### src/rtl/cv32e40p_apu_multi_disp.sv
// APU dispatcher: fans one core APU port out to NUM_UNITS execution units,
// tracks every outstanding operation in an issue-order FIFO and hands the
// results back to the core strictly in issue order through per-unit FIFOs.
module cv32e40p_apu_multi_disp #(
    parameter int unsigned NUM_UNITS       = 2,
    parameter int unsigned NARGS           = 3,
    parameter int unsigned WOP             = 6,
    parameter int unsigned NDSFLAGS        = 15,
    parameter int unsigned NUSFLAGS        = 5,
    parameter int unsigned MAX_OUTSTANDING = 4,
    parameter int unsigned RESP_DEPTH      = 2,
    localparam int unsigned SW             = $clog2(NUM_UNITS + 1)
) (
    input  logic                            clk_i,
    input  logic                            rst_ni,
    input  logic                            apu_req_i,
    output logic                            apu_gnt_o,
    input  logic [SW-1:0]                   apu_sel_i,
    input  logic [NARGS*32-1:0]             apu_operands_i,
    input  logic [WOP-1:0]                  apu_op_i,
    input  logic [NDSFLAGS-1:0]             apu_flags_i,
    output logic                            apu_rvalid_o,
    output logic [31:0]                     apu_result_o,
    output logic [NUSFLAGS-1:0]             apu_rflags_o,
    output logic [NUM_UNITS-1:0]            unit_req_o,
    input  logic [NUM_UNITS-1:0]            unit_gnt_i,
    output logic [NARGS*32-1:0]             unit_operands_o,
    output logic [WOP-1:0]                  unit_op_o,
    output logic [NDSFLAGS-1:0]             unit_flags_o,
    input  logic [NUM_UNITS-1:0]            unit_rvalid_i,
    input  logic [NUM_UNITS*32-1:0]         unit_result_i,
    input  logic [NUM_UNITS*NUSFLAGS-1:0]   unit_rflags_i,
    output logic                            overflow_o
);

    localparam int unsigned OAW = (MAX_OUTSTANDING > 1) ? $clog2(MAX_OUTSTANDING) : 1;
    localparam int unsigned OCW = OAW + 1;
    localparam int unsigned RAW = (RESP_DEPTH > 1) ? $clog2(RESP_DEPTH) : 1;
    localparam int unsigned CW  = $clog2(RESP_DEPTH + 1);
    localparam int unsigned RW  = 32 + NUSFLAGS;

    typedef logic [RW-1:0] rentry_t;

    // Result FIFO pointer advance with wrap for non-power-of-2 depths.
    function automatic logic [RAW-1:0] rptr_inc(input logic [RAW-1:0] p);
        if (p == RAW'(RESP_DEPTH - 1)) begin
            return '0;
        end else begin
            return p + RAW'(1);
        end
    endfunction

    // Issue-order FIFO: which unit each in-flight op went to, valid=0 for bad selects
    logic [SW-1:0]              ord_sel_q [MAX_OUTSTANDING];
    logic [SW-1:0]              ord_sel_d [MAX_OUTSTANDING];
    logic [MAX_OUTSTANDING-1:0] ord_vld_q, ord_vld_d;
    logic [OAW-1:0]             ord_wptr_q, ord_wptr_d, ord_rptr_q, ord_rptr_d;
    logic [OCW-1:0]             ord_cnt_q, ord_cnt_d;

    // Per-unit result FIFOs and outstanding-op counters
    rentry_t        res_mem_q  [NUM_UNITS][RESP_DEPTH];
    rentry_t        res_mem_d  [NUM_UNITS][RESP_DEPTH];
    logic [RAW-1:0] res_wptr_q [NUM_UNITS];
    logic [RAW-1:0] res_wptr_d [NUM_UNITS];
    logic [RAW-1:0] res_rptr_q [NUM_UNITS];
    logic [RAW-1:0] res_rptr_d [NUM_UNITS];
    logic [CW-1:0]  res_occ_q  [NUM_UNITS];
    logic [CW-1:0]  res_occ_d  [NUM_UNITS];
    logic [CW-1:0]  cnt_q      [NUM_UNITS];
    logic [CW-1:0]  cnt_d      [NUM_UNITS];

    logic                 rvalid_q, rvalid_d;
    logic [31:0]          result_q, result_d;
    logic [NUSFLAGS-1:0]  rflags_q, rflags_d;
    logic                 overflow_q, overflow_d;

    logic                 sel_ok_s, ord_full_s, gnt_s;
    logic [NUM_UNITS-1:0] unit_req_s, unit_issue_s;
    logic [NUM_UNITS-1:0] spur_s, res_push_s, res_pop_s;
    rentry_t              res_in_s [NUM_UNITS];
    logic [SW-1:0]        head_sel_s;
    logic                 head_vld_s, ret_s;
    rentry_t              ret_data_s;

    assign unit_operands_o = apu_operands_i;
    assign unit_op_o       = apu_op_i;
    assign unit_flags_o    = apu_flags_i;
    assign unit_req_o      = unit_req_s;
    assign apu_gnt_o       = gnt_s;
    assign apu_rvalid_o    = rvalid_q;
    assign apu_result_o    = result_q;
    assign apu_rflags_o    = rflags_q;
    assign overflow_o      = overflow_q;

    // Issue: route the request to the selected unit unless tracking space is exhausted
    always_comb begin
        sel_ok_s   = (apu_sel_i < SW'(NUM_UNITS));
        ord_full_s = (ord_cnt_q == OCW'(MAX_OUTSTANDING));
        unit_req_s = '0;
        gnt_s      = 1'b0;
        if (sel_ok_s) begin
            for (int u = 0; u < NUM_UNITS; u++) begin
                if (apu_sel_i == SW'(u)) begin
                    unit_req_s[u] = apu_req_i & ~ord_full_s & (cnt_q[u] < CW'(RESP_DEPTH));
                    gnt_s         = unit_req_s[u] & unit_gnt_i[u];
                end else begin
                    unit_req_s[u] = 1'b0;
                end
            end
        end else begin
            gnt_s = apu_req_i & ~ord_full_s;
        end
        unit_issue_s = unit_req_s & unit_gnt_i;
    end

    // Completion filtering and in-order return selection (incoming result may bypass an empty FIFO)
    always_comb begin
        head_sel_s = ord_sel_q[ord_rptr_q];
        head_vld_s = ord_vld_q[ord_rptr_q];
        ret_s      = 1'b0;
        ret_data_s = '0;
        res_pop_s  = '0;
        for (int u = 0; u < NUM_UNITS; u++) begin
            spur_s[u]     = unit_rvalid_i[u] & (res_occ_q[u] == cnt_q[u]);
            res_push_s[u] = unit_rvalid_i[u] & ~spur_s[u];
            res_in_s[u]   = {unit_rflags_i[u*NUSFLAGS +: NUSFLAGS], unit_result_i[u*32 +: 32]};
        end
        if (ord_cnt_q != '0) begin
            if (head_vld_s) begin
                for (int u = 0; u < NUM_UNITS; u++) begin
                    if (head_sel_s == SW'(u) && res_occ_q[u] != '0) begin
                        ret_s        = 1'b1;
                        ret_data_s   = res_mem_q[u][res_rptr_q[u]];
                        res_pop_s[u] = 1'b1;
                    end else if (head_sel_s == SW'(u) && res_push_s[u]) begin
                        ret_s        = 1'b1;
                        ret_data_s   = res_in_s[u];
                        res_pop_s[u] = 1'b1;
                    end else begin
                        res_pop_s[u] = 1'b0;
                    end
                end
            end else begin
                ret_s      = 1'b1;
                ret_data_s = {{NUSFLAGS{1'b1}}, 32'h0000_0000};
            end
        end else begin
            ret_s = 1'b0;
        end
    end

    // Next-state for order FIFO, result FIFOs, counters and registered outputs
    always_comb begin
        ord_sel_d  = ord_sel_q;
        ord_vld_d  = ord_vld_q;
        ord_wptr_d = ord_wptr_q;
        ord_rptr_d = ord_rptr_q;
        res_mem_d  = res_mem_q;
        res_wptr_d = res_wptr_q;
        res_rptr_d = res_rptr_q;
        res_occ_d  = res_occ_q;
        cnt_d      = cnt_q;
        if (gnt_s) begin
            ord_sel_d[ord_wptr_q] = apu_sel_i;
            ord_vld_d[ord_wptr_q] = sel_ok_s;
            ord_wptr_d            = ord_wptr_q + OAW'(1);
        end else begin
            ord_wptr_d = ord_wptr_q;
        end
        if (ret_s) begin
            ord_rptr_d = ord_rptr_q + OAW'(1);
        end else begin
            ord_rptr_d = ord_rptr_q;
        end
        ord_cnt_d = ord_cnt_q + OCW'(gnt_s) - OCW'(ret_s);
        for (int u = 0; u < NUM_UNITS; u++) begin
            cnt_d[u]     = cnt_q[u] + CW'(unit_issue_s[u]) - CW'(res_pop_s[u]);
            res_occ_d[u] = res_occ_q[u] + CW'(res_push_s[u]) - CW'(res_pop_s[u]);
            if (res_push_s[u] && !(res_pop_s[u] && res_occ_q[u] == '0)) begin
                res_mem_d[u][res_wptr_q[u]] = res_in_s[u];
                res_wptr_d[u]               = rptr_inc(res_wptr_q[u]);
            end else begin
                res_wptr_d[u] = res_wptr_q[u];
            end
            if (res_pop_s[u] && res_occ_q[u] != '0) begin
                res_rptr_d[u] = rptr_inc(res_rptr_q[u]);
            end else begin
                res_rptr_d[u] = res_rptr_q[u];
            end
        end
        rvalid_d   = ret_s;
        overflow_d = overflow_q | (|spur_s);
        if (ret_s) begin
            result_d = ret_data_s[31:0];
            rflags_d = ret_data_s[RW-1:32];
        end else begin
            result_d = result_q;
            rflags_d = rflags_q;
        end
    end

    // State registers; reset discards all in-flight operations
    always_ff @(posedge clk_i or negedge rst_ni) begin
        if (!rst_ni) begin
            for (int i = 0; i < MAX_OUTSTANDING; i++) begin
                ord_sel_q[i] <= '0;
            end
            ord_vld_q  <= '0;
            ord_wptr_q <= '0;
            ord_rptr_q <= '0;
            ord_cnt_q  <= '0;
            for (int u = 0; u < NUM_UNITS; u++) begin
                for (int d = 0; d < RESP_DEPTH; d++) begin
                    res_mem_q[u][d] <= '0;
                end
                res_wptr_q[u] <= '0;
                res_rptr_q[u] <= '0;
                res_occ_q[u]  <= '0;
                cnt_q[u]      <= '0;
            end
            rvalid_q   <= 1'b0;
            result_q   <= 32'h0000_0000;
            rflags_q   <= '0;
            overflow_q <= 1'b0;
        end else begin
            ord_sel_q  <= ord_sel_d;
            ord_vld_q  <= ord_vld_d;
            ord_wptr_q <= ord_wptr_d;
            ord_rptr_q <= ord_rptr_d;
            ord_cnt_q  <= ord_cnt_d;
            res_mem_q  <= res_mem_d;
            res_wptr_q <= res_wptr_d;
            res_rptr_q <= res_rptr_d;
            res_occ_q  <= res_occ_d;
            cnt_q      <= cnt_d;
            rvalid_q   <= rvalid_d;
            result_q   <= result_d;
            rflags_q   <= rflags_d;
            overflow_q <= overflow_d;
        end
    end

endmodule

### config.mk
export PLATFORM = sky130hd
export DESIGN_NAME = cv32e40p_apu_multi_disp
export DESIGN_NICKNAME = d
export VERILOG_FILES = /design/src/rtl/cv32e40p_apu_multi_disp.sv
export SDC_FILE = /design/constraint.sdc
export NUM_CORES = 1
export LEC_CHECK = 0
export ABC_AREA = 1
export BUFFER_PORTS_ARGS = -buffer_cell sky130_fd_sc_hd__buf_2
export CAP_MARGIN = 20
export CORE_MARGIN = 2
export CORE_UTILIZATION = 34
export DETAILED_ROUTE_END_ITERATION = 10
export HOLD_SLACK_MARGIN = 0.08
export PLACE_DENSITY = 0.57
export SLEW_MARGIN = 10
export SYNTH_ARGS = -nofsm -noshare
export SYNTH_HDL_FRONTEND = slang
export SYNTH_SLANG_ARGS = --single-unit
### constraint.sdc
create_clock -name clk_i -period 2.54 [get_ports clk_i]
set_input_delay 0.254 -clock clk_i [delete_from_list [all_inputs] [get_ports clk_i]]
set_output_delay 0.254 -clock clk_i [all_outputs]
set_load 0.005 [all_outputs]
# After elaboration in Yosys (flattened, before gate mapping)
# Cells that the tools add are included.
# word_totals
in_bits,200
latch_bits,0
mem_bits_ro,0
mem_bits_rw,0
mem_count,0
register_bits,218
wordCells,153
output_inout_bits,159
# op_classes
shifts,0
n_eq_ne,5
magnitude_cmp,15
reduce_logical,24
mul,0
add_sub_neg,16
n_mux,49
div,0
bitwise_logic,20
# op_table
operator,count
37-bit two-way mux,14
74-bit bitwise mux,2
37-bit demux with 1-bit select,2
1-bit two-way mux,19
1-bit logical AND,14
2-bit two-way mux,6
1-bit bitwise AND,9
2-bit by 1-bit adder with 2-bit output,4
8-bit bitwise mux,1
2-bit greater-or-equal comparator (second input constant),4
2-bit logical NOT,4
1-bit inverter with 2-bit output,4
2-bit by 1-bit subtractor with 2-bit output,4
3-bit greater-or-equal comparator (second input constant),2
2-bit < comparator (second input constant),3
2-bit by 3-bit < comparator with 1-bit output (second input constant),2
2-bit inverter with 3-bit output,2
1-bit adder (second input constant),4
2-bit by 1-bit adder with 2-bit output (second input constant),2
2-bit binary-select mux with 2-bit select,1
4-bit bitwise mux,1
2-bit demux with 2-bit select,1
2-bit by 1-bit equality test with 1-bit output (second input constant),2
2-bit equality test,2
other kinds (15),20

# Depth between registers and ports, before layout
# Gate-level depths: netlist of the first run.
# depth
ltp_word,13
depth_mapped,18
ltp_nobuf,17

# Worst setup path after synthesis of the first run
# OpenSTA, ideal clock, no wires.
# synth_timing
path_kind,register to register
startpoint,register ord_rptr_q[0]
endpoint,register ord_cnt_q[2]
setup_time_ps,123
arrival_ps,2359
slack_ps,58
required_ps,2417
path_stages_with_launch,18
cell_sequence,dfrtp_1 buf_6 inv_4 nand2_1 nand3_1 nand2_1 nand2_4 nor2_1 nor2_1 nand3_2 nand2_4 inv_1 ha_1 inv_1 ha_1 inv_1 fa_1 xnor2_1
# synth_between
elab_chain_len,13
word_cells_on_any_way,19
cone_classes,add/sub (1); eq/ne (1); mux (11); bitwise (1); reduce/logical (5)
# synth_rtl
element,line,text
from (decl),57,"logic [OAW-1:0] ord_wptr_q, ord_wptr_d, ord_rptr_q, ord_rptr_d;"
from (signal assigned),229,ord_rptr_q <= ord_rptr_d;
2-bit inverter with 3-bit output (not written as such),118,head_sel_s = ord_sel_q[ord_rptr_q];
2-bit binary-select mux with 2-bit select,118,
2-bit two-way mux (not written as such) (2 in series),118,
2-bit logical NOT,"131, 135",
1-bit logical AND,135,end else if (head_sel_s == SW'(u) && res_push_s[u]) begin
1-bit two-way mux,135,
1-bit two-way mux,131,if (head_sel_s == SW'(u) && res_occ_q[u] != '0) begin
1-bit two-way mux,135,
1-bit two-way mux,131,
1-bit two-way mux (*),129,if (head_vld_s) begin
1-bit two-way mux (*),128,if (ord_cnt_q != '0) begin
named net ret_s,82,"logic head_vld_s, ret_s;"
3-bit by 1-bit subtractor with 3-bit output (*),175,ord_cnt_d = ord_cnt_q + OCW'(gnt_s) - OCW'(ret_s);
named net ord_cnt_d[2],58,"logic [OCW-1:0] ord_cnt_q, ord_cnt_d;"
to (signal assigned),230,ord_cnt_q <= ord_cnt_d;
to (decl),58,
# Mark *: on every way through the listed nets, which the timed path passes. The rest lies on a longest branch. The select of a mux whose other input is x is not followed.
# A chain may end at the register's enable or synchronous reset.

# Final worst setup path of the first run
# layout_timing
startpoint,register ord_rptr_q[0]
endpoint,register ord_cnt_q[1]
# Same word-level chain as after synthesis.

==> results.md, run 1 <==
- Run status: finished, final reports clean
- Worst Path Required: between 2 and 3 ns
- Nets: between 1.5k and 2k
- DR vias: 9209
- Synthesized instance count: 1413
- Die width: 190 um
- Mapped Area: 11700 um2
- Post-synth ARST share: 100%
- Reg2reg path depth: 16
- Number of detailed-route iterations in the first pass: 5
- Number of global-route vias before repair: 8988
- Critical Path Stages: 16
- Critical Path AT: approximately 2.8 ns
- Max Cap Violations: 0
- DRC violations left: 0
- Clk buf depth: 3
- DIE AREA: around 36000 um2
- Syn. warnings: 0
- Post-DR vias/cell: 4.67
- Commonest non-fill, non-tap cell in the layout: nand2_1
- Worst-path cell chain: inv_4 -> nand2_2 -> nand3_2 -> nand2_4 -> nand2_4 -> nor2_8 -> nor2_4 -> nand3_2 -> nand2_4 -> inv_4 -> ha_4 -> inv_1 -> ha_2 -> inv_2 -> fa_2 -> inv_2
- Slowest-stage cell, CP: fa_2
- TritonCTS Buffers: 27
- Final hold slack: 0.261 ns
- Crit path launch: ord_rptr_q[0]
- Gpl congestion: 0.867
- Core area: roughly 34000 um2
- Post-DRT Antenna Nets: 0
- CP Capture Point: ord_cnt_q[1]
- Final Hold Fails: 0
- Largest stage delay on the critical path: 0.53 ns
- CTS Sinks: about 220
- Crit start category: flip-flop
- Synth Flop Type: dfrtp_1
- FMAX: 0.416 GHz
- GRT Residual Overflow: 0
- Setup TNS Final: 0 ns
- Endpoints failing setup: 0
- H-Tree Depth: 1
- Starting density of the core: 34.2%
- Buf+Inv Stages, Crit Path: 5
- CP delay by family, top: adder cells
- Internal reg-to-reg setup slack: between 0.1 and 0.15 ns
- Synth top area share: 46.5%
- Most frequent cells in the layout: nand2_1, dfrtp_1, o21ai_1, buf_2, inv_1
- Fin. max-slew vios: 0
- Least-Margin Pin Slew: slightly above 0.8 ns
- Synth area leader: dfrtp_1
- Die Ht: 190 um
- Initial drt markers: around 630
- Tot Pwr: 19.0 mW
- Final setup skew: 0.0254 ns
- Worst skew pair latency: 0.55 ns
- Final WL: about 31000 um
- Area contributors post-synth: dfrtp_1, nand2_1, buf_4, o21ai_1, o21ai_0
- PortBufs: 124
- Detailed placer's ending HPWL: 19900 um
- Unique masters post-synth: 38
- Syn_nets: 1628
- Reg clk slew, reported paths: 0.06 ns
- Initial antenna violation count: 1
- Max IR drop VDD: 806 uV
- Flops & latches, synth: 218
- Avg Cell Area, Syn: 8.30 um2
- Pleak: 6.91 nW
- WL/cell: 15.5 um
- Clock Root Buffer: clkbuf_16
- Crit path top cell by count: nand2_4
- Fraction of layout cells with a size suffix above 1: between 15 and 20%
- Num rows: between 60 and 70
- Register area share after synthesis: between 40% and 50%
- Area grow syn2layout: 17.1%
- CTS tree: built
- Crit Reg-Reg Endpoint: ord_cnt_q[1]
- Final Cycle Share: 94.5%
- Worst hold path type: in2reg
- Max_slew headroom: 46.2%
- PD cells: ~1400 nW/um2
- R2r startpoint: ord_rptr_q[0]
- Crit. End Element: flip-flop
- Minimum clock period: around 2.4 ns
- CP max FO: 8
- EDFF count, synth: 0
- Global-route wire length before repair: 48600 um
- IO Count: 359
- Setup CP Type: reg2reg
- Tot GR Track Use: 16.9%
- Largest net degree at the start of global routing: 76
==> metrics by stage <==
step	cell area (um2)	setup slack, ns	instances	util (%)
finish	13700	0.139	1972	40.1
detailed placement	11900	-0.0211	1837	34.8
floorplan	11700	0.0582	1413	-
global route	13700	-0.0102	1971	40.1
global placement	11900	0.0451	1837	34.8
CTS	13600	0.00526	1966	39.7
==> layout make-up <==
cell class / instances / area, um2
clock buffer: 40 / 805
inverter: 110 / 418
multi-input combinational: 894 / 4540
timing repair buffer: 244 / 1830
clock inverter: 10 / 113
tap: 455 / 569
sequential: 218 / 5460
antenna: 1 / 2.50
fill: 3490 / 20600
==> kinds of logic after synthesis <==
| family | count (synthesis) | synth area share (%) |
|---|---|---|
| AOI/OAI and AO/OA | 305 | 13.7 |
| xor gates and xnor gates | 16 | 1.19 |
| adders and majority gates | 15 | 1.66 |
| buffers and inverters | 301 | 15.6 |
| DFF | 218 | 46.5 |
| muxes | 37 | 3.16 |
| and+or+nand+nor | 521 | 18.2 |
==> power breakdown <==
part	switching, mW	internal, mW	total (mW)
Sequential	0.894	5.02	5.91
Combinational	5.73	3.39	9.12
Clock	1.52	2.39	3.92
==> worst register-to-register path, delay by kind of cell, from the launching register on <==
kind                       cells  cell delay [ns]
adders and majority gates      3             0.89
buffers and inverters          5             0.27
DFF                            1             0.46
and+or+nand+nor                8             0.68
==> repair_timing <==
item,4_1_cts,5_1_grt
endpoints found under the setup margin,1,2
pin swaps,1,9
cloned,0,0
setup buffers,0,5
resized for setup,1,20
hold buffers,79,0
hold endpoints to repair,236,0
==> flip-flops by register name (all words and copies together) (netlist names), 3 cells and up <==
name          cells
res_mem_q       148
apu_result_o     32
ord_sel_q         8
apu_rflags_o      5
cnt_q             4
ord_vld_q         4
res_occ_q         4
ord_cnt_q         3
==> cells in the mapped netlist, drive strengths merged (2+ instances only) <==
cell and count:
nand2 392, o21ai 251, dfrtp 218, buf 176, inv 109, nor2 95
a21oi 44, mux2i 37, nand3 22, clkbuf 15, ha 14, xnor2 11
o211ai 6, or2 5, xor2 5, o21a 4, nor3 3, nand3b 2
nor4 2
==> layer usage <==
| metal | vias to the layer above | global-route usage [%] | share of wire (%) |
|---|---|---|---|
| met5 | - | 0 | 0 |
| met4 | 0 | 4.65 | 2.6 |
| met3 | 70 | 3.34 | 6.3 |
| met2 | 265 | 28.0 | 47 |
| met1 | 4322 | 22.5 | 44 |
| li1 | 4552 | - | - |
==> worst min path at each step <==
stage / slack, ns / cells past startpoint / end / start
4_1_cts: 0.22 / 4 / ord_cnt_q[0] / unit_gnt_i[1]
3_3_place_gp: 0.27 / 1 / apu_result_o[14] / rst_ni
2_1_floorplan: -0.04 / 0 / apu_result_o[0] / rst_ni
6_report: 0.26 / 4 / ord_cnt_q[0] / unit_gnt_i[1]
3_5_place_dp: 0.27 / 1 / apu_result_o[14] / rst_ni
5_1_grt: 0.29 / 4 / ord_cnt_q[0] / unit_gnt_i[1]
No activity file was read; power rests on OpenSTA's default activity.
==> run 2: changes to the inputs <==
--- a/config.mk
+++ b/config.mk
@@ -5,7 +5,6 @@
 export SDC_FILE = /design/constraint.sdc
 export NUM_CORES = 1
 export LEC_CHECK = 0
-export ABC_AREA = 1
 export BUFFER_PORTS_ARGS = -buffer_cell sky130_fd_sc_hd__buf_2
 export CAP_MARGIN = 20
 export CORE_MARGIN = 2
==> run 2 against run 1 <==
Synthesized cell count down 35%. The flow now finishes with violations (setup timing). Setup slack worse by 0.27 ns. Non-clock buffer count is 23 higher. Register-to-register slack got worse by 0.27 ns. Clock skew shrank 0.015 ns. Maximum frequency decreased by 10%. Final cell count shrank 24%. Largest cell class unchanged. Wire length shrank 2.1%. Final area is 1.8% higher. Combinational power is 24% higher. Global-route usage down 0.23 points.
==> results.md, run 2 <==
- Worst Path Required: 2.95 ns
- Sequential share of power: 29.2%
- Crit. End Element: flip-flop
- Final WL: approximately 30000 um
- Area of the multi-input gates: 4790 um2
- DR vias: 7607
- Final Cycle Share: 105%
- Largest net degree at the start of global routing: 58
- DIE AREA: 35100 um2
- Register area share after synthesis: a little under half
- Minimum clock period: around 2.7 ns
- Clk buf depth: 3
- Area contributors post-synth: dfrtp_1, mux2_2, buf_4, mux2i_1, a221oi_1
- FMAX: between 0.3 and 0.4 GHz
- Clock Root Buffer: clkbuf_16
- Commonest non-fill, non-tap cell in the layout: dfrtp_1
- Syn_nets: 1128
- Syn. warnings: 0
- Fin. max-slew vios: 0
- Gpl congestion: 0.766
- CP max FO: 2
- Fraction of layout cells with a size suffix above 1: 42.9%
- Final setup skew: around 0.011 ns
- Max IR drop VDD: about 1000 uV
- PortBufs: between 100 and 150
- Final Hold Fails: 0
- Pleak: approximately 6.2 nW
- Synthesized instance count: 913
- RSZ-0062 raised after global routing: yes
- Max Cap Violations: 0
- Critical Path AT: 3.08 ns
- Starting density of the core: 34.3%
- Setup TNS Final: -0.187 ns
- Num rows: 67
- Most common cell in the netlist: dfrtp_1
- Largest register FFs: roughly 150
- Post-DR vias/cell: 5.06
- Detailed placer's ending HPWL: 19200 um
- Tot GR Track Use: 16.7%
- Run status: finished, violations left
- Synth Flop Type: dfrtp_1
- Core area: 33400 um2
- Synth top area share: 47.7%
- Number of global-route vias before repair: 8042
- Initial antenna violation count: 2
- Comb pwr share: 52.4%
- Least-Margin Pin Slew: 0.665 ns
- Most instantiated cells after synthesis: dfrtp_1, mux2_2, buf_4
- Unique masters post-synth: 48
- Post-Layout Cell Count: 1503
- Most frequent cells in the layout: dfrtp_1, mux2_2, buf_2, dlygate4sd3_1, buf_4
- DP Area: between 10000 and 15000 um2
- Reg with most FFs: res_mem_q
- Nets: 1249
- CP delay by family, top: adder cells
- CTS Sinks: 218
- Worst skew pair latency: 0.52 ns
- R2r startpoint: ord_rptr_q[0]
- Die Ht: 187 um
- Pre-CTS WS: -0.212 ns
- Worst-path cell chain: mux4_2 -> or3_4 -> nand3_2 -> a21o_1 -> inv_2 -> ha_4 -> inv_2 -> ha_4 -> inv_2 -> fa_2 -> xnor2_2 -> xnor2_1
- Final Cell Area: 14000 um2
- Global-route wire length before repair: 46600 um
- Largest stage delay on the critical path: 0.53 ns
- Buf+Inv Stages, Crit Path: 3
- Net switching power: 7.95 mW
- Setup CP Type: reg2reg
- Failing checks: setup timing
- Avg Cell Area, Syn: 12.5 um2
- GRT Residual Overflow: 0
- EDFF count, synth: 0
- Max_slew headroom: roughly 56%
- Final setup margin: -0.133 ns
- H-Tree Depth: 1
- WL/cell: 19.9 um
- Slowest-stage cell, CP: mux4_2
- Synth area leader: dfrtp_1
- Initial drt markers: 374
- DP Cell Count: 1366
- Int Power: between 10 and 15 mW
- CTS tree: built
- Switching share of power: 36.8%
- Die width: around 190 um
- Final Core Density: a little over two fifths
- Reg clk slew, reported paths: 0.06 ns
- FILL cells: 3178
- Clock network power share: 18.3%
- Internal reg-to-reg setup slack: -0.13 ns
- Post-synth ARST share: 100%
- TritonCTS Buffers: 26
- Endpoints failing setup: 2
- Crit start category: flip-flop
- Post-DRT Antenna Nets: 0
- Reg2reg path depth: 12
- Flops & latches, synth: 218
- FF/Latch Area: around 5500 um2
- Number of detailed-route iterations in the first pass: 4
- Crit path top cell by count: inv_2
- Mapped Area: 11400 um2
- DRC violations left: 0
- Area grow syn2layout: 22.3%
- Crit Reg-Reg Endpoint: ord_cnt_q[2]
- IO Count: ~360
- PD cells: 1540 nW/um2
- Worst hold path type: in2async
run 2: cell types whose count changed after synthesis, sizes merged, moves of 32 or more:
| cell | delta |
|---|---|
| a22o | +32 |
| inv | -94 |
| mux2 | +195 |
| nor2 | -84 |
| a211oi | +32 |
| o21ai | -230 |
| nand2 | -379 |
| a221oi | +33 |
run 2: through the flow:
step / total power, mW / hold slack [ns]
after floorplan: 13.9 / -0.0416
after global placement: 16.9 / 0.220
after detailed placement: 17.1 / 0.218
after CTS: 21.4 / 0.246
after global routing: 23.1 / 0.276
final: 21.6 / 0.247
run 2: power by group through the flow:
stage	combinational, mW	clock, mW	sequential [mW]
after CTS	11.0	4.07	6.30
after global routing	12.4	4.21	6.54
final	11.3	3.96	6.31
after detailed placement	10.8	0	6.34
after floorplan	7.92	0	6.02
after global placement	10.6	0	6.30
run 2: what timing repair did:
item / 4_1_cts / 5_1_grt
setup buffers: 3 / 3
gates resized for setup: 2 / 9
endpoints found under the hold margin: 220 / 0
pin swaps: 2 / 3
gates cloned: 0 / 5
setup endpoints to repair: 33 / 93
hold buffers: 79 / 0
run 2: layer usage:
layer  wire length (um)  track usage (%)  vias to the layer above
li1                   -                -                     3483
met1              13700             22.1                     3858
met2              14000             27.7                      192
met3               1400             3.00                       74
met4                764             5.15                        0
met5                  0                0                        -
run 2: kinds of logic after synthesis:
family,synth area share (%)
muxes,24.0
DFF,47.7
xor gates and xnor gates,1.45
adders and majority gates,1.71
buffers and inverters,11.2
and+or+nand+nor,3.12
AOI/OAI and AO/OA,10.9
run 2: cell type report:
| class | instances | area share, % |
|---|---|---|
| sequential | 218 | 39.0 |
| clock buffer | 35 | 5.40 |
| clock inverter | 12 | 1.20 |
| inverter | 15 | 0.403 |
| tap | 448 | 4.01 |
| timing repair buffer | 267 | 15.7 |
| multi-input combinational | 506 | 34.2 |
| antenna | 2 | 0.0358 |
run 2: worst max path at each step:
stage | slack, ns | cells after the start | from | end
finish | -0.13 | 12 | ord_rptr_q[0] | ord_cnt_q[2]
global route | -0.22 | 12 | ord_rptr_q[0] | ord_cnt_q[2]
CTS | -0.12 | 12 | ord_rptr_q[0] | ord_cnt_q[2]
detailed placement | -0.21 | 12 | ord_rptr_q[0] | ord_cnt_q[2]
global placement | -0.12 | 12 | ord_rptr_q[0] | ord_cnt_q[2]
floorplan | -0.36 | 13 | ord_rptr_q[0] | ord_cnt_q[2]
==> run 3: changes to the inputs <==
--- a/config.mk
+++ b/config.mk
@@ -8,10 +8,10 @@
 export BUFFER_PORTS_ARGS = -buffer_cell sky130_fd_sc_hd__buf_2
 export CAP_MARGIN = 20
 export CORE_MARGIN = 2
-export CORE_UTILIZATION = 34
+export CORE_UTILIZATION = 30
 export DETAILED_ROUTE_END_ITERATION = 10
 export HOLD_SLACK_MARGIN = 0.08
-export PLACE_DENSITY = 0.57
+export PLACE_DENSITY = 0.52
 export SLEW_MARGIN = 10
 export SYNTH_ARGS = -nofsm -noshare
 export SYNTH_HDL_FRONTEND = slang
==> run 3 against run 2 <==
The flow still finishes with violations (setup timing). Critical path type unchanged. Non-clock buffer count up 1. Critical path depth unchanged. Clock-buffer cell count increased by 3. Total power down 2.6%. Maximum frequency up 0.67%. Combinational power about the same. Final cell count rose by 4.0%. First-iteration DRC count down 28%. Clock skew grew 0.0026 ns. Setup slack improved by 0.018 ns. Largest power group unchanged.
==> results.md, run 3 (synthesized netlist as in run 2, its figures left out) <==
- Global-route wire length before repair: just under 50000 um
- Final WL: 31100 um
- Core area: roughly 38000 um2
- Least-Margin Pin Slew: ~0.66 ns
- Largest net degree at the start of global routing: 79
- Minimum clock period: ~2.7 ns
- Fraction of layout cells with a size suffix above 1: between 40% and 50%
- Clock Root Buffer: clkbuf_16
- Worst hold path startpoint: apu_sel_i[0]
- Critical Path AT: a little over 3 ns
- Max IR drop VDD: between 900 and 1000 uV
- Starting density of the core: 30.4%
- Post-DRT Antenna Nets: 0
- Initial drt markers: 269
- Max_slew headroom: 56.1%
- Num rows: 71
- Initial antenna violation count: 1
- Area grow syn2layout: 21.6%
- Max Cap Violations: 0
- Setup TNS Final: -0.145 ns
- Final setup margin: -0.116 ns
- Gpl congestion: 0.785
- Nets: 1249
- CP max FO: 3
- Reg2reg path depth: 12
- Detailed placer's ending HPWL: 20800 um
- Antenna Diode Count: 0
- Fin. max-slew vios: 0
- H-Tree Depth: 1
- Endpoint, Worst Hold: ord_sel_q[0]
- FILL cells: 3676
- Largest stage delay on the critical path: 0.54 ns
- CTS Sinks: 218
- Internal reg-to-reg setup slack: -0.12 ns
- DP Area: 12200 um2
- Slowest-stage cell, CP: mux4_2
- Number of global-route vias before repair: between 8k and 9k
- Number of detailed-route iterations in the first pass: 4
- Clk buf depth: 3
- WL/cell: 19.9 um
- Worst hold path type: in2reg
- Final Hold Fails: 0
- Setup CP Type: reg2reg
- Run status: finished, violations left
- GRT Residual Overflow: 0
- Reg clk slew, reported paths: around 0.060 ns
- Worst skew pair latency: 0.52 ns
- PD cells: 1510 nW/um2
- IO Count: approximately 360
- Pleak: 6.11 nW
- Reg with most FFs: res_mem_q
- Tot GR Track Use: between 10% and 20%
- Hold path cells: 2
- Largest register FFs: 148
- Post-DR vias/cell: between 4 and 5
- CTS tree: built
- Most frequent cells in the layout: dfrtp_1, mux2_2, buf_2, dlygate4sd3_1, buf_4
- DR vias: 7494
- Crit Reg-Reg Endpoint: ord_cnt_q[2]
- Final setup skew: 0.0135 ns
- Endpoints failing setup: 2
- Final Cell Area: 13900 um2
- Die Ht: 199 um
- DRC violations left: 0
- Worst Path Required: 2.94 ns
- Die width: 199 um
- Worst-path cell chain: mux4_2 -> or3_4 -> nand3_4 -> a21o_4 -> inv_4 -> ha_4 -> inv_2 -> ha_4 -> inv_2 -> fa_2 -> xnor2_2 -> xnor2_1
- Crit. End Element: flip-flop
- Commonest non-fill, non-tap cell in the layout: dfrtp_1
- Failing checks: setup timing
- FMAX: 0.377 GHz
- Crit start category: flip-flop
- Final Cycle Share: 105%
- DIE AREA: 39700 um2
- R2r startpoint: ord_rptr_q[0]
- PortBufs: 124
- RSZ-0062 raised after global routing: yes
- TritonCTS Buffers: 25
[run 3: cell count changes in the layout (fill, tap and decap cells not counted), moves of 2 or more]
cell,change
buf_4,+2
buf_6,+2
bufinv_16,-4
clkbuf_1,+2
clkbuf_16,-6
clkbuf_8,+3
diode_2,-2
[run 3: metal layers]
metal | part of all wire, % | global-route usage [%]
met2 | 46 | 25.3
met1 | 48 | 22.1
met5 | 0.035 | 0
met3 | 3.7 | 2.41
met4 | 2.5 | 4.42
[run 3: how the worst max path moves through the flow]
stage / to / slack, ns / cells after the start / from
after CTS: ord_cnt_q[2] / -0.12 / 12 / ord_rptr_q[0]
after detailed placement: ord_cnt_q[2] / -0.18 / 12 / ord_rptr_q[0]
after global routing: ord_cnt_q[2] / -0.23 / 12 / ord_rptr_q[0]
after global placement: ord_cnt_q[2] / -0.15 / 12 / ord_rptr_q[0]
after floorplan: ord_cnt_q[2] / -0.36 / 13 / ord_rptr_q[0]
final: ord_cnt_q[2] / -0.12 / 12 / ord_rptr_q[0]
[run 3: layout make-up]
type	instances	area [um2]	share of cell area, %
Clock inverter	7	40.0	0.288
Clock buffer	38	754	5.42
Sequential cell	218	5460	39.2
Inverter	15	58.8	0.423
Tap cell	511	639	4.60
Multi-Input combinational cell	506	4800	34.5
Timing Repair Buffer	268	2160	15.5
[run 3: per-stage QoR]
step                      hold slack [ns]  power (mW)  cells  util, %  worst slack [ns]
final                               0.103        21.0   1563     37.0            -0.116
after detailed placement            0.307        17.3   1435     32.5            -0.178
after global placement              0.309        17.1   1435     32.5            -0.148
after floorplan                   -0.0416        13.9    913        -            -0.357
after CTS                          0.0922        21.3   1563     37.0            -0.117
after global routing                0.124        22.6   1563     37.0            -0.225
[run 3: critical path: cells and delay by family (launching register included)]
family	cells	cell delay [ns]
and+or+nand+nor	2	0.45
DFF	1	0.36
buffers and inverters	3	0.12
AOI/OAI and AO/OA	1	0.13
muxes	1	0.54
xor gates and xnor gates	2	0.27
adders and majority gates	3	0.65
[run 3: what timing repair did]
action / CTS / global route
cloned: 2 / 0
setup endpoints to repair: 39 / 53
setup buffers: 4 / 2
endpoints found under the hold margin: 226 / 0
hold buffers: 78 / 0
resized for setup: 8 / 9
pin swaps: 4 / 1
[run 3: report_power, final]
part           internal (mW)  switching [mW]
Sequential              5.29           0.974
Combinational           5.77            5.49
Clock                   2.04            1.47
